==> src/rtl/vx_pipeline_perf_reader.sv <==
// Snapshot-and-read front end for the twelve pipeline perf counters; serves 32-bit words over valid/ready.
// Optional feature macro: PERF_SNAPSHOT_EN (coherent shadow snapshot). Without it, reads sample the live counters.
module vx_pipeline_perf_reader #(
    parameter int CTR_BITS = 44
) (
    input  logic                     clk,
    input  logic                     reset,
    input  logic [12*CTR_BITS-1:0]   perf_counters,
    input  logic                     snap_req,
    output logic                     snap_valid,
    output logic [7:0]               snap_count,
    input  logic                     req_valid,
    input  logic [4:0]               req_addr,
    output logic                     req_ready,
    output logic                     rsp_valid,
    output logic [31:0]              rsp_data,
    output logic                     rsp_err,
    input  logic                     rsp_ready,
    output logic                     o_dbg_state
);

    // Handshake: a request transfers on the edge where req_valid && req_ready;
    // a response transfers on the edge where rsp_valid && rsp_ready. Payloads are held while valid is up.
    typedef enum logic {ST_IDLE = 1'b0, ST_RESP = 1'b1} state_t;

    state_t                   r_state;
    state_t                   w_next_state;
    logic                     w_accept;
    logic [12*CTR_BITS-1:0]   w_src;
    logic [3:0]               w_idx;
    logic                     w_err;
    logic [CTR_BITS-1:0]      w_ctr;
    logic [63:0]              w_ctr64;
    logic [31:0]              w_word;
    logic [31:0]              r_rsp_data;
    logic                     r_rsp_err;

`ifdef PERF_SNAPSHOT_EN
    logic [12*CTR_BITS-1:0]   r_shadow;
    logic                     r_snap_valid;
    logic [7:0]               r_snap_count;

    // All shadows load on one edge so a snapshot is coherent across counters.
    always_ff @(posedge clk or posedge reset) begin
        if (reset) begin
            r_shadow     <= '0;
            r_snap_valid <= 1'b0;
            r_snap_count <= 8'd0;
        end else if (snap_req) begin
            r_shadow     <= perf_counters;
            r_snap_valid <= 1'b1;
            r_snap_count <= r_snap_count + 8'd1;
        end
    end

    assign w_src      = r_shadow;
    assign snap_valid = r_snap_valid;
    assign snap_count = r_snap_count;
`else
    logic w_unused_snap_req;

    assign w_unused_snap_req = snap_req;
    assign w_src      = perf_counters;
    assign snap_valid = 1'b0;
    assign snap_count = 8'd0;
`endif

    always_ff @(posedge clk or posedge reset) begin
        if (reset) begin
            r_state <= ST_IDLE;
        end else begin
            r_state <= w_next_state;
        end
    end

    always_comb begin
        w_next_state = r_state;
        case (r_state)
            ST_IDLE: if (req_valid) w_next_state = ST_RESP;
            ST_RESP: if (rsp_ready) w_next_state = ST_IDLE;
            default: w_next_state = ST_IDLE;
        endcase
    end

    always_comb begin
        req_ready   = (r_state == ST_IDLE);
        rsp_valid   = (r_state == ST_RESP);
        o_dbg_state = r_state;
    end

    assign w_accept = req_valid && req_ready;
    assign w_idx    = req_addr[4:1];
    assign w_err    = (w_idx >= 4'd12);

    always_comb begin
        w_ctr = '0;
        for (int i = 0; i < 12; i++) begin
            if (w_idx == 4'(i)) w_ctr = w_src[i*CTR_BITS +: CTR_BITS];
        end
    end

    // Widening to 64 bits zero-fills the high word for any CTR_BITS below 64.
    assign w_ctr64 = 64'(w_ctr);
    assign w_word  = req_addr[0] ? w_ctr64[63:32] : w_ctr64[31:0];

    always_ff @(posedge clk or posedge reset) begin
        if (reset) begin
            r_rsp_data <= 32'd0;
            r_rsp_err  <= 1'b0;
        end else if (w_accept) begin
            r_rsp_data <= w_err ? 32'd0 : w_word;
            r_rsp_err  <= w_err;
        end
    end

    assign rsp_data = r_rsp_data;
    assign rsp_err  = r_rsp_err;

endmodule

==> config.mk <==
export PLATFORM = sky130hd
export DESIGN_NAME = vx_pipeline_perf_reader
export DESIGN_NICKNAME = d
export VERILOG_FILES = /design/src/rtl/vx_pipeline_perf_reader.sv
export SDC_FILE = /design/constraint.sdc
export NUM_CORES = 1
export LEC_CHECK = 0
export CORE_AREA = 2 2 224 226
export CTS_CLUSTER_SIZE = 24
export DETAILED_ROUTE_END_ITERATION = 16
export DIE_AREA = 0 0 226 228
export PLACE_DENSITY = 0.53
export SETUP_SLACK_MARGIN = 0.4
export SLEW_MARGIN = 15
export SYNTH_ARGS = -nofsm -noshare
export SYNTH_HDL_FRONTEND = slang
export SYNTH_SLANG_ARGS = --single-unit
==> constraint.sdc <==
create_clock -name clk -period 2.4 [get_ports clk]
set_clock_uncertainty 0.15 [all_clocks]
set_input_delay 0.48 -clock clk [delete_from_list [all_inputs] [get_ports clk]]
set_output_delay 0.48 -clock clk [all_outputs]
set_load 0.05 [all_outputs]
[Word-level counts from Yosys, hierarchy flattened]
Index checks and enable logic that the tools add are counted.
Cells by class
  equality and inequality tests: 11
  $lt $le $gt $ge: 1
  mux-type cells: 17
  reduce and logical (&&, ||, !) cells: 2
  bitwise operators: 1
Operators by type and width (count)
  44-bit 2-to-1 mux: 12
  32-bit 2-to-1 mux: 2
  4-bit by 3-bit equality test with 1-bit output, second input constant: 4
  4-bit equality test, second input constant: 4
  4-bit by 2-bit equality test with 1-bit output, second input constant: 2
  4-bit by 1-bit equality test with 1-bit output, second input constant: 1
  4-bit greater-or-equal comparator, second input constant: 1
  4-bit logical NOT: 1
  1-bit 2-to-1 mux: 2
  1-bit one-hot mux with 2 select lines: 1
  1-bit logical AND: 1
  1-bit NOT: 1
Storage, ports and cells
  register bits after elaboration: 34

[Logic depth before layout (Yosys ltp)]
  word-level depth: 15
  gate-level depth with buffers: 10
  gate-level depth less buffers: 6

[Worst setup path before layout]
Ideal clock, no wire load.
  kind: input-to-reg
  from: in req_addr[1]
  to: reg r_rsp_data[3] (netlist: rsp_data[3])
  arrival time: 1863 ps
  slack: 261 ps
  stages: 6
  setup time: 126 ps
  buffers on the path: 2
  required time: 2124 ps
  cells stage by stage: buf_6 -> buf_4 -> mux4_2 -> a221oi_2 -> nor2_1 -> a221o_1
Between the ends
  word-level cells in the longest chain between the ends: 15
RTL lines
  start: declaration: RTL line 13  | input logic [4:0] req_addr,
  4-bit logical NOT: RTL line 98  | if (w_idx == 4'(i)) w_ctr = w_src[i*CTR_BITS +: CTR_BITS];
  44-bit 2-to-1 mux (12 in series): RTL line 98
  32-bit 2-to-1 mux: RTL line 104  | assign w_word = req_addr[0] ? w_ctr64[63:32] : w_ctr64[31:0];
  32-bit 2-to-1 mux (*): RTL line 111  | r_rsp_data <= w_err ? 32'd0 : w_word;
  end signal: assignment: RTL line 111
  end: declaration: RTL line 35  | logic [31:0] r_rsp_data;
Every way passes the cells marked *; elsewhere a longest branch is shown, timed or not.
A chain may end at the register's enable or synchronous reset.

[Final worst setup path]
  from: in req_addr[4]
  to: reg r_rsp_data[3] (netlist: rsp_data[3])
The elaborated chain is that of the path after synthesis.

==> impl_metrics.env <==
export IMPL_synth_top_cell_by_area="dfrtp_1"
export IMPL_rsz0062_at_grt="yes"
export IMPL_clkPwrFrac=0.147
export IMPL_ys_warn_count=0
export IMPL_via_per_inst=4.67
export IMPL_power_frac_comb=0.698
export IMPL_rr_worst_depth=5
export IMPL_syn_to_final_growth_pct=143
export IMPL_cts_sinks=34
export IMPL_design_area_um2=15600
export IMPL_grt_pass1_wl_mm=76.4
export IMPL_finalPower_mw=4.66
export IMPL_relSlewSlack=0.600
export IMPL_seqPwrFrac=0.155
export IMPL_cp_slowest_cell="a221oi_4"
export IMPL_syn_inst=887
export IMPL_synth_top_area_share=0.133
export IMPL_synth_edf_count=0
export IMPL_core_area_um2=49300
export IMPL_cp_required_ns=2.42
export IMPL_clk_pin_slew_worst_paths_ns=0.06
export IMPL_min_period_over_period=0.953
export IMPL_grt_antenna_before_repair=14
export IMPL_cts_tree="built"
export IMPL_layout_nets=2099
export IMPL_drive_gt1_frac=0.233
export IMPL_critPathCaptureType="flip-flop"
export IMPL_p_int_mw=2.75
export IMPL_critPathMaxFanout=16
export IMPL_hold_viol=0
export IMPL_synthTopCellsByArea="dfrtp_1 13%, mux2i_1 11%, a21oi_1 7.0%, o21ai_0 6.6%, nor2_1 5.5%"
export IMPL_powerDensity_nw_per_um2=300
export IMPL_power_switching_mw=1.91
export IMPL_worst_pin_slew_ns=0.603
export IMPL_max_stage_delay_ns=0.41
export IMPL_htreeDepth=2
export IMPL_synth_cell_type_count=51
export IMPL_cts_made_buffers=5
export IMPL_netSwitchingFraction=0.410
export IMPL_num_rows=82
export IMPL_grt_pass1_vias=10900
export IMPL_synth_ff_type="dfrtp_1"
export IMPL_ant_nets=0
export IMPL_grt_max_degree=35
export IMPL_ios=583
export IMPL_clockBufferDepth=2
export IMPL_seq_area_frac_synth=0.133
export IMPL_drc_errors=0
export IMPL_drt_met1_wl_mm=25.1
export IMPL_die_w_um=226
export IMPL_cts_root_buf="clkbuf_16"
export IMPL_layout_commonest_cell="clkdlybuf4s50_1"
export IMPL_syn_cell_area_um2=6410
export IMPL_start_util=0.130
export IMPL_crit_family="compound AO/OA/AOI/OAI gates"
export IMPL_p_leak_nw=6.12
export IMPL_status="completed"
export IMPL_io_buffers=572
export IMPL_fp_dieH_um=228
export IMPL_setup_viol=0
export IMPL_placed_cell_area_um2=13800
export IMPL_grtUsageTotal=0.205
export IMPL_drt_wl_total_mm=56.3
export IMPL_final_core_util=0.315
export IMPL_cp_arrival_ns=2.31
export IMPL_ir_drop_uv=206
export IMPL_top_layer_used="met5"
export IMPL_r2r_end="rsp_data[23]$_DFFE_PP0P_"
export IMPL_hold_class="input port to async pin"
export IMPL_met3WireLength_mm=3.94
export IMPL_hpwl_mm=46.4
export IMPL_worstPathCellList="buf_4 -> buf_4 -> nand2b_4 -> nor3_4 -> buf_12 -> a221o_1 -> a221oi_4 -> buf_6 -> nor2_2 -> a221o_1"
export IMPL_wire_per_inst_um=25.1
export IMPL_ys_async_sr_fraction=1.00
export IMPL_ys_ff_latch=34
export IMPL_vias=10500
export IMPL_dr_pass1_iters=6
export IMPL_slew_viol_final=0
export IMPL_final_cell_mix="511 x clkdlybuf4s50_1, 136 x buf_4, 84 x a21oi_1, 83 x nor2_1, 74 x nand2_1"
export IMPL_first_iter_violations=545
export IMPL_crit_buf_inv=4
export IMPL_clkLatencyLatePin_ns=0.28
export IMPL_rrSetupSlack_ns=0.48
export IMPL_syn_area_per_cell_um2=7.23
export IMPL_layout_min_cycle_time_ns=2.29
export IMPL_worstSetupStartpointType="input port"
export IMPL_timing_fmax_mhz=437
export IMPL_holdWs_ns=0.331
export IMPL_setup_worst_path_class="input port to flip-flop"
export IMPL_dieArea_um2=51500
export IMPL_gp_congestion=0.907
export IMPL_overflow=0
export IMPL_r2r_start="o_dbg_state$_DFF_PP0_"
export IMPL_max_cap_violations=0
export IMPL_wl_met2_mm=26.3
==> layout make-up <==
cell class	count	area (um^2)
Inverter	5	18.8
Sequential cell	34	852
Fill cell	5338	33800
Timing Repair Buffer	773	7850
Antenna cell	12	30.0
Multi-Input combinational cell	742	5820
Clock buffer	7	143
Clock inverter	1	5.00
Tap cell	672	841
==> layer usage <==
metal / track usage / vias up
met5: 0 / -
met3: 0.0367 / 55
met1: 0.275 / 5127
li1: - / 4817
met2: 0.340 / 490
met4: 0.0468 / 2
==> Yosys cell counts, types with 19 or more instances <==
cell      count
buf_2        36
mux2i_1      71
o21ai_0      84
nor2_1       94
a21oi_1      89
dfrtp_1      34
a221oi_1     29
o221ai_1     19
a22o_1       32
buf_4        31
clkbuf_1     38
a22oi_1      27
nand2_1      80
o22ai_1      31
==> metrics by stage <==
| step | std cells | TNS [ns] | worst slack [ns] |
|---|---|---|---|
| floorplan | 895 | 0 | 0.304 |
| global placement | 2175 | -6.17 | -0.500 |
| detailed placement | 2175 | -7.02 | -0.509 |
| CTS | 2209 | 0 | 0.150 |
| global route | 2243 | 0 | 0.0638 |
| finish | 2246 | 0 | 0.112 |
==> state kept, by name, summed over array words and instances (netlist names) <==
name,cells
o_dbg_state,1
rsp_err,1
rsp_data,32
==> what timing repair did <==
| action | CTS | global route |
|---|---|---|
| endpoints found under the hold margin | 0 | 0 |
| hold buffers | 0 | 0 |
| resized for setup | 161 | 122 |
| gates cloned | 3 | 5 |
| endpoints found under the setup margin | 63 | 32 |
| pin swaps | 42 | 85 |
| buffers inserted | 23 | 20 |
==> worst max-delay path by stage <==
stage                                   end  cells past startpoint  slack (ns)         from
finish              rsp_data[3]$_DFFE_PP0P_                     10        0.11  req_addr[4]
CTS                 rsp_data[3]$_DFFE_PP0P_                      9        0.15  req_addr[4]
global placement    rsp_data[2]$_DFFE_PP0P_                     10       -0.50  req_addr[3]
global route        rsp_data[1]$_DFFE_PP0P_                     10        0.06  req_addr[2]
floorplan           rsp_data[3]$_DFFE_PP0P_                      7        0.30  req_addr[1]
detailed placement  rsp_data[2]$_DFFE_PP0P_                     10       -0.51  req_addr[3]
==> kinds of logic after synthesis <==
group / count (synthesis) / share of synthesized area
AO/OA/AOI/OAI: 415 / 0.449
buffers and inverters: 119 / 0.101
flip-flops: 34 / 0.133
multiplexers: 84 / 0.150
other: 1 / 0.000585
AND/OR/NAND/NOR: 234 / 0.167
==> power groups by stage <==
| stage | Combinational, mW | Sequential, mW | Clock [mW] |
|---|---|---|---|
| after detailed placement | 2.96 | 0.735 | 0 |
| after global placement | 2.95 | 0.731 | 0 |
| after CTS | 3.08 | 0.721 | 0.708 |
| after global routing | 3.43 | 0.731 | 0.731 |
| final | 3.25 | 0.722 | 0.687 |
| after floorplan | 0.909 | 1.04 | 0 |
Note: power is estimated with default switching activity, not from simulation.
==> edit 1: new RTL, config.mk and constraints unchanged <==
Set the parameter `CTR_BITS` to 48 (it was 44).
--- a/src/rtl/vx_pipeline_perf_reader.sv
+++ b/src/rtl/vx_pipeline_perf_reader.sv
@@ -1,7 +1,7 @@
 // Snapshot-and-read front end for the twelve pipeline perf counters; serves 32-bit words over valid/ready.
 // Optional feature macro: PERF_SNAPSHOT_EN (coherent shadow snapshot). Without it, reads sample the live counters.
 module vx_pipeline_perf_reader #(
-    parameter int CTR_BITS = 44
+    parameter int CTR_BITS = 48
 ) (
     input  logic                     clk,
     input  logic                     reset,
Ports: changed (resized perf_counters); port bits go from 583 to 631. No check against the original RTL was run, so the function may have changed too.
==> edit 1 against the unedited design <==
Sequential cell count did not move. Total power increased by 10%. Count of clock-buffer cells in the layout fell by 2. Synthesized area grew 7.4%. Worst setup slack improved by 0.021 ns. Final cell count is 5.0% higher. Wire length grew 16%. Design area increased by 6.8%. Largest cell class unchanged.
==> edit 1: results (changes against the unedited design) <==
number of flip-flops in the largest register=32 (unchanged); CTS buffer count=5 (unchanged); maximum VDD drop=0.000278 V (+35%); Critical Path Fanout Max=7 (-9); GP Congestion=0.955 (+5.3%); Max Buffers Root-to-Sink=2 (unchanged); max_cap viols=0 (unchanged); Initial DRC Count=769 (+41%); most instantiated cells after synthesis=nand2_1 (100), a21oi_1 (89), o21ai_0 (84); Seq/Total Area, Yosys=12.4% (-0.92 points); synthesized area per cell=7.29 um^2 (+0.93%); DP Wirelength=53100 um (+14%); nets@finish=2264 (+7.9%); dominant synthesized flop cell=dfrtp_1; placed inst area=0.0151 mm^2 (+8.9%); Hold WC Path Type=register to register; post-placement cell count=2298 (+5.7%); Worst Max-Slew Pin Slew=0.602 ns (-0.00136 ns); Crit path largest cell delay=0.47 ns (+0.06 ns); Post-synth EDFFs=0 (unchanged); status=completed; layout cells sized above 1=22.6% (-0.67 points); H-tree depth=2 (unchanged); initial antenna violation count=15 (+1); vias in the first global route=11600 (+7.2%); Syn. warnings=0 (unchanged); clock latency on the worst-skew pair=0.29 ns; synth top area cells=dfrtp_1 (12%), mux2i_1 (12%), a21oi_1 (6.5%), o21ai_0 (6.1%), mux4_2 (5.9%); fillers=5214 (-2.3%); Worst Path Arrival=2.28 ns (-0.03 ns); synth unique cells=59 (+16%); number of port buffers=620 (+8.4%); first-pass GRT wire length=86000 um (+13%); Pre-antenna DRT Iters=5 (-1); largest net degree at the start of global routing=38 (+8.6%); Worst path slowest cell=a222oi_1; clock-pin slew on the worst setup and hold paths=0.06 ns (about the same); area grow syn2layout=141%; Layout Cells excl Fill=2358 (+5.0%); total track usage=23.6% (+3.0 points); Root Driver=clkbuf_16; asr flop ratio synth=100% (unchanged); Avg Vias per Cell=4.87 (+4.3%); Worst path top cell family by delay=compound AO/OA/AOI/OAI gates; Static Leak=0.00652 uW (+6.6%); Avg WL per Cell=27.7 um (+11%)
edit 1: area by class of cell:
cell class / instances / area share (%)
antenna: 7 / 0.105
timing repair buffer: 834 / 51.4
tap: 672 / 5.06
sequential: 34 / 5.13
clock inverter: 3 / 0.414
inverter: 12 / 0.271
clock buffer: 5 / 0.753
multi-input combinational: 791 / 36.9
edit 1: logic make-up (layout without fill, tap and decap cells):
kind of cell    after synthesis  after routing  share of synthesized area (%)
compound gates              452            452                           44.0
simple gates                220            223                           15.2
buf+inv                     130            854                           9.36
mux                         107            107                           18.9
flops                        34             34                           12.4
other cells                   1             16                         0.0545
edit 1: worst reg2reg max path: stages (launching register included):
cell and delay (ns):
dfrtp_2 0.44, nand2b_4 0.19, and2_1 0.23, a211oi_1 0.25
o21ai_0 0.15, nor3_2 0.28, nor3_1 0.10
edit 1: final timing paths:
kind	to	slack, ns	cells after the start	from
max reg2reg	rsp_data[0]	0.49	6	o_dbg_state
min reg2reg	rsp_data[20]	0.32	2	rsp_data[20]
max	rsp_data[30]	0.13	10	req_addr[2]
min in group asynchronous	rsp_data[10]	0.48	3	reset
max in group asynchronous	o_dbg_state	1.24	3	reset
min	rsp_data[20]	0.32	2	rsp_data[20]
edit 1: power by group:
part	internal, uW	switching, uW	total [uW]
Combinational	1800	1710	3510
Clock	598	298	896
Sequential	663	59.1	723
Total	3060	2070	5130
edit 1: timing repair:
item	CTS	global route
gates cloned	4	10
endpoints found under the setup margin	60	33
resized for setup	162	60
hold buffers	0	0
buffers inserted	22	9
pin swaps	54	48
endpoints found under the hold margin	0	0
edit 1: metrics by stage:
step	setup slack [ns]	setup TNS, ns
3_5_place_dp	-0.288	-5.46
3_3_place_gp	-0.305	-5.01
5_1_grt	0.0616	0
4_1_cts	0.167	0
2_1_floorplan	0.346	0
6_report	0.134	0
edit 1: metal layers:
metal | track usage, % | up-vias | wire length (um)
li1 | - | 5189 | -
met1 | 32.4 | 5627 | 29000
met2 | 37.8 | 602 | 30000
met3 | 3.92 | 70 | 4850
met4 | 6.35 | 4 | 1510
met5 | 0 | - | 27
==> edit 2: new RTL, config.mk and constraints unchanged <==
Without the edit above. Put a register stage on the output `o_dbg_state`, with the module's reset. The value now appears one clock later. The other outputs are not delayed to match.
--- a/src/rtl/vx_pipeline_perf_reader.sv
+++ b/src/rtl/vx_pipeline_perf_reader.sv
@@ -22,6 +22,8 @@
     // Handshake: a request transfers on the edge where req_valid && req_ready;
     // a response transfers on the edge where rsp_valid && rsp_ready. Payloads are held while valid is up.
     typedef enum logic {ST_IDLE = 1'b0, ST_RESP = 1'b1} state_t;
+
+    logic o_dbg_state_d;
 
     state_t                   r_state;
     state_t                   w_next_state;
@@ -85,7 +87,7 @@
     always_comb begin
         req_ready   = (r_state == ST_IDLE);
         rsp_valid   = (r_state == ST_RESP);
-        o_dbg_state = r_state;
+        o_dbg_state_d = r_state;
     end
 
     assign w_accept = req_valid && req_ready;
@@ -116,5 +118,13 @@
     assign rsp_data = r_rsp_data;
     assign rsp_err  = r_rsp_err;
 
+    always_ff @(posedge clk or posedge reset) begin
+        if (reset) begin
+            o_dbg_state <= '0;
+        end else begin
+            o_dbg_state <= o_dbg_state_d;
+        end
+    end
+
 endmodule
 
Formal check against the unedited RTL: not equivalent (Yosys sat finds a counterexample within 4 cycles, from zero or initial values and one cycle with reset high).
==> edit 2 against the unedited design <==
Synthesized area up 0.27%. Non-clock buffer count grew 22. Sequential cell count rose by 1. Design area grew 1.9%. Global-route usage decreased by 0.42 points. Total power increased by 3.5%. Worst setup slack better by 0.060 ns. Wire length fell by 2.5%. Largest power group unchanged.
==> edit 2: results (changes against the unedited design) <==
Crit path largest cell delay=0.38 ns (-0.03 ns); maximum VDD drop=0.000217 V (+5.6%); Worst path top cell family by delay=compound AO/OA/AOI/OAI gates; initial antenna violation count=10 (-4); number of port buffers=572 (unchanged); Avg Vias per Cell=4.65 (-0.39%); Worst path slowest cell=a222oi_1; number of flip-flops in the largest register=32 (unchanged); Worst Path Arrival=2.26 ns (-0.05 ns); dominant synthesized flop cell=dfrtp_1; synth top area cells=dfrtp_1 (14%), mux2i_1 (11%), a21oi_1 (6.9%), o21ai_0 (6.5%), nor2_1 (5.5%); asr flop ratio synth=100% (unchanged); Avg WL per Cell=24.3 um (-3.3%); vias in the first global route=10800 (-0.84%); placed inst area=0.0142 mm^2 (+2.6%); Pre-antenna DRT Iters=6 (unchanged); Syn. warnings=0 (unchanged); GP Congestion=0.919 (+1.3%); H-tree depth=2 (unchanged); Mapped Cells=887 (unchanged); largest net degree at the start of global routing=37 (+5.7%); post-placement cell count=2193 (+0.83%); Worst EP required=2.43 ns; CTS buffer count=5 (unchanged); nets@finish=2122 (+1.1%); Routed WL=54900 um (-2.5%); Root Driver=clkbuf_16; first-pass GRT wire length=75100 um (-1.7%); switching share of power=39.5% (-1.5 points); total track usage=20.1% (-0.42 points); status=completed; Critical Path Fanout Max=7 (-9); DP Wirelength=45300 um (-2.5%); most instantiated cells after synthesis=nor2_1 (94), a21oi_1 (89), o21ai_0 (84); Initial DRC Count=721 (+32%); synth unique cells=51 (unchanged); Static Leak=0.00629 uW (+2.9%); clock-pin slew on the worst setup and hold paths=0.06 ns (about the same); Slew headroom=61.5% (+1.5 points); layout cells sized above 1=24.6% (+1.3 points); Hold WC Path Type=register to register; Seq/Total Area, Yosys=13.6% (+0.35 points); Max Buffers Root-to-Sink=2 (unchanged); max_cap viols=0 (unchanged); fillers=5183 (-2.9%); clock latency on the worst-skew pair=0.28 ns (about the same)
==> edit 2: logic make-up after synthesis <==
family | Yosys count | share of synthesized area, %
buf+inv | 118 | 9.95
compound gates | 415 | 44.8
mux | 84 | 14.9
flops | 35 | 13.6
other cells | 1 | 0.0584
simple gates | 234 | 16.6
==> edit 2: path summary, 6_finish.rpt <==
check / endpoint / start / cells after the start / slack, ns
hold reg to reg: o_dbg_state / rsp_valid / 0 / 0.26
setup / recovery: rsp_data[6] / req_addr[2] / 11 / 0.17
hold / removal: o_dbg_state / rsp_valid / 0 / 0.26
max in group asynchronous: rsp_data[8] / reset / 3 / 1.16
min in group asynchronous: rsp_data[23] / reset / 2 / 0.39
setup reg to reg: rsp_data[31] / rsp_valid / 7 / 0.53
==> edit 2: through the flow <==
step,setup TNS [ns],setup slack [ns]
floorplan,0,0.304
global placement,-6.02,-0.398
detailed placement,-7.14,-0.415
CTS,0,0.165
global route,0,0.0335
finish,0,0.173
==> edit 2: per-layer routing <==
metal  vias to the layer above  GRT usage, %  wire (um)
met1                      5117          27.2      24800
met4                         2          4.95       1070
li1                       4876             -          -
met3                        58          3.90       3800
met5                         -             0         13
met2                       486          32.7      25200
==> edit 2: cell type report <==
cell class                 instances  area, um^2  area share, %
multi-input combinational        742        5740           36.2
sequential                        35         877           5.54
clock inverter                     2        35.0          0.221
tap                              672         841           5.31
timing repair buffer             795        8180           51.6
antenna                            8        20.0          0.126
inverter                           5        18.8          0.118
clock buffer                       6         139          0.876
==> edit 2: power by group through the flow <==
| stage | clock network [uW] | logic (uW) | registers, uW |
|---|---|---|---|
| after floorplan | 0 | 896 | 1060 |
| after global placement | 0 | 3000 | 746 |
| after detailed placement | 0 | 3010 | 750 |
| after CTS | 819 | 3170 | 737 |
| after global routing | 840 | 3480 | 747 |
| final | 797 | 3290 | 736 |
==> edit 2: timing repair <==
item                                    in CTS  in global routing
pin swaps                                   65                 89
gates resized for setup                    190                 93
endpoints found under the hold margin        0                  0
cloned                                       5                  2
buffers inserted                            35                 14
endpoints found under the setup margin      66                 32
==> edit 2: worst reg2reg max path, delay by kind of cell (launching register included) <==
kind / cells / cell delay (ns)
and+or+nand+nor: 3 / 0.67
DFF: 1 / 0.41
buffers and inverters: 1 / 0.17
AOI/OAI and AO/OA: 3 / 0.38
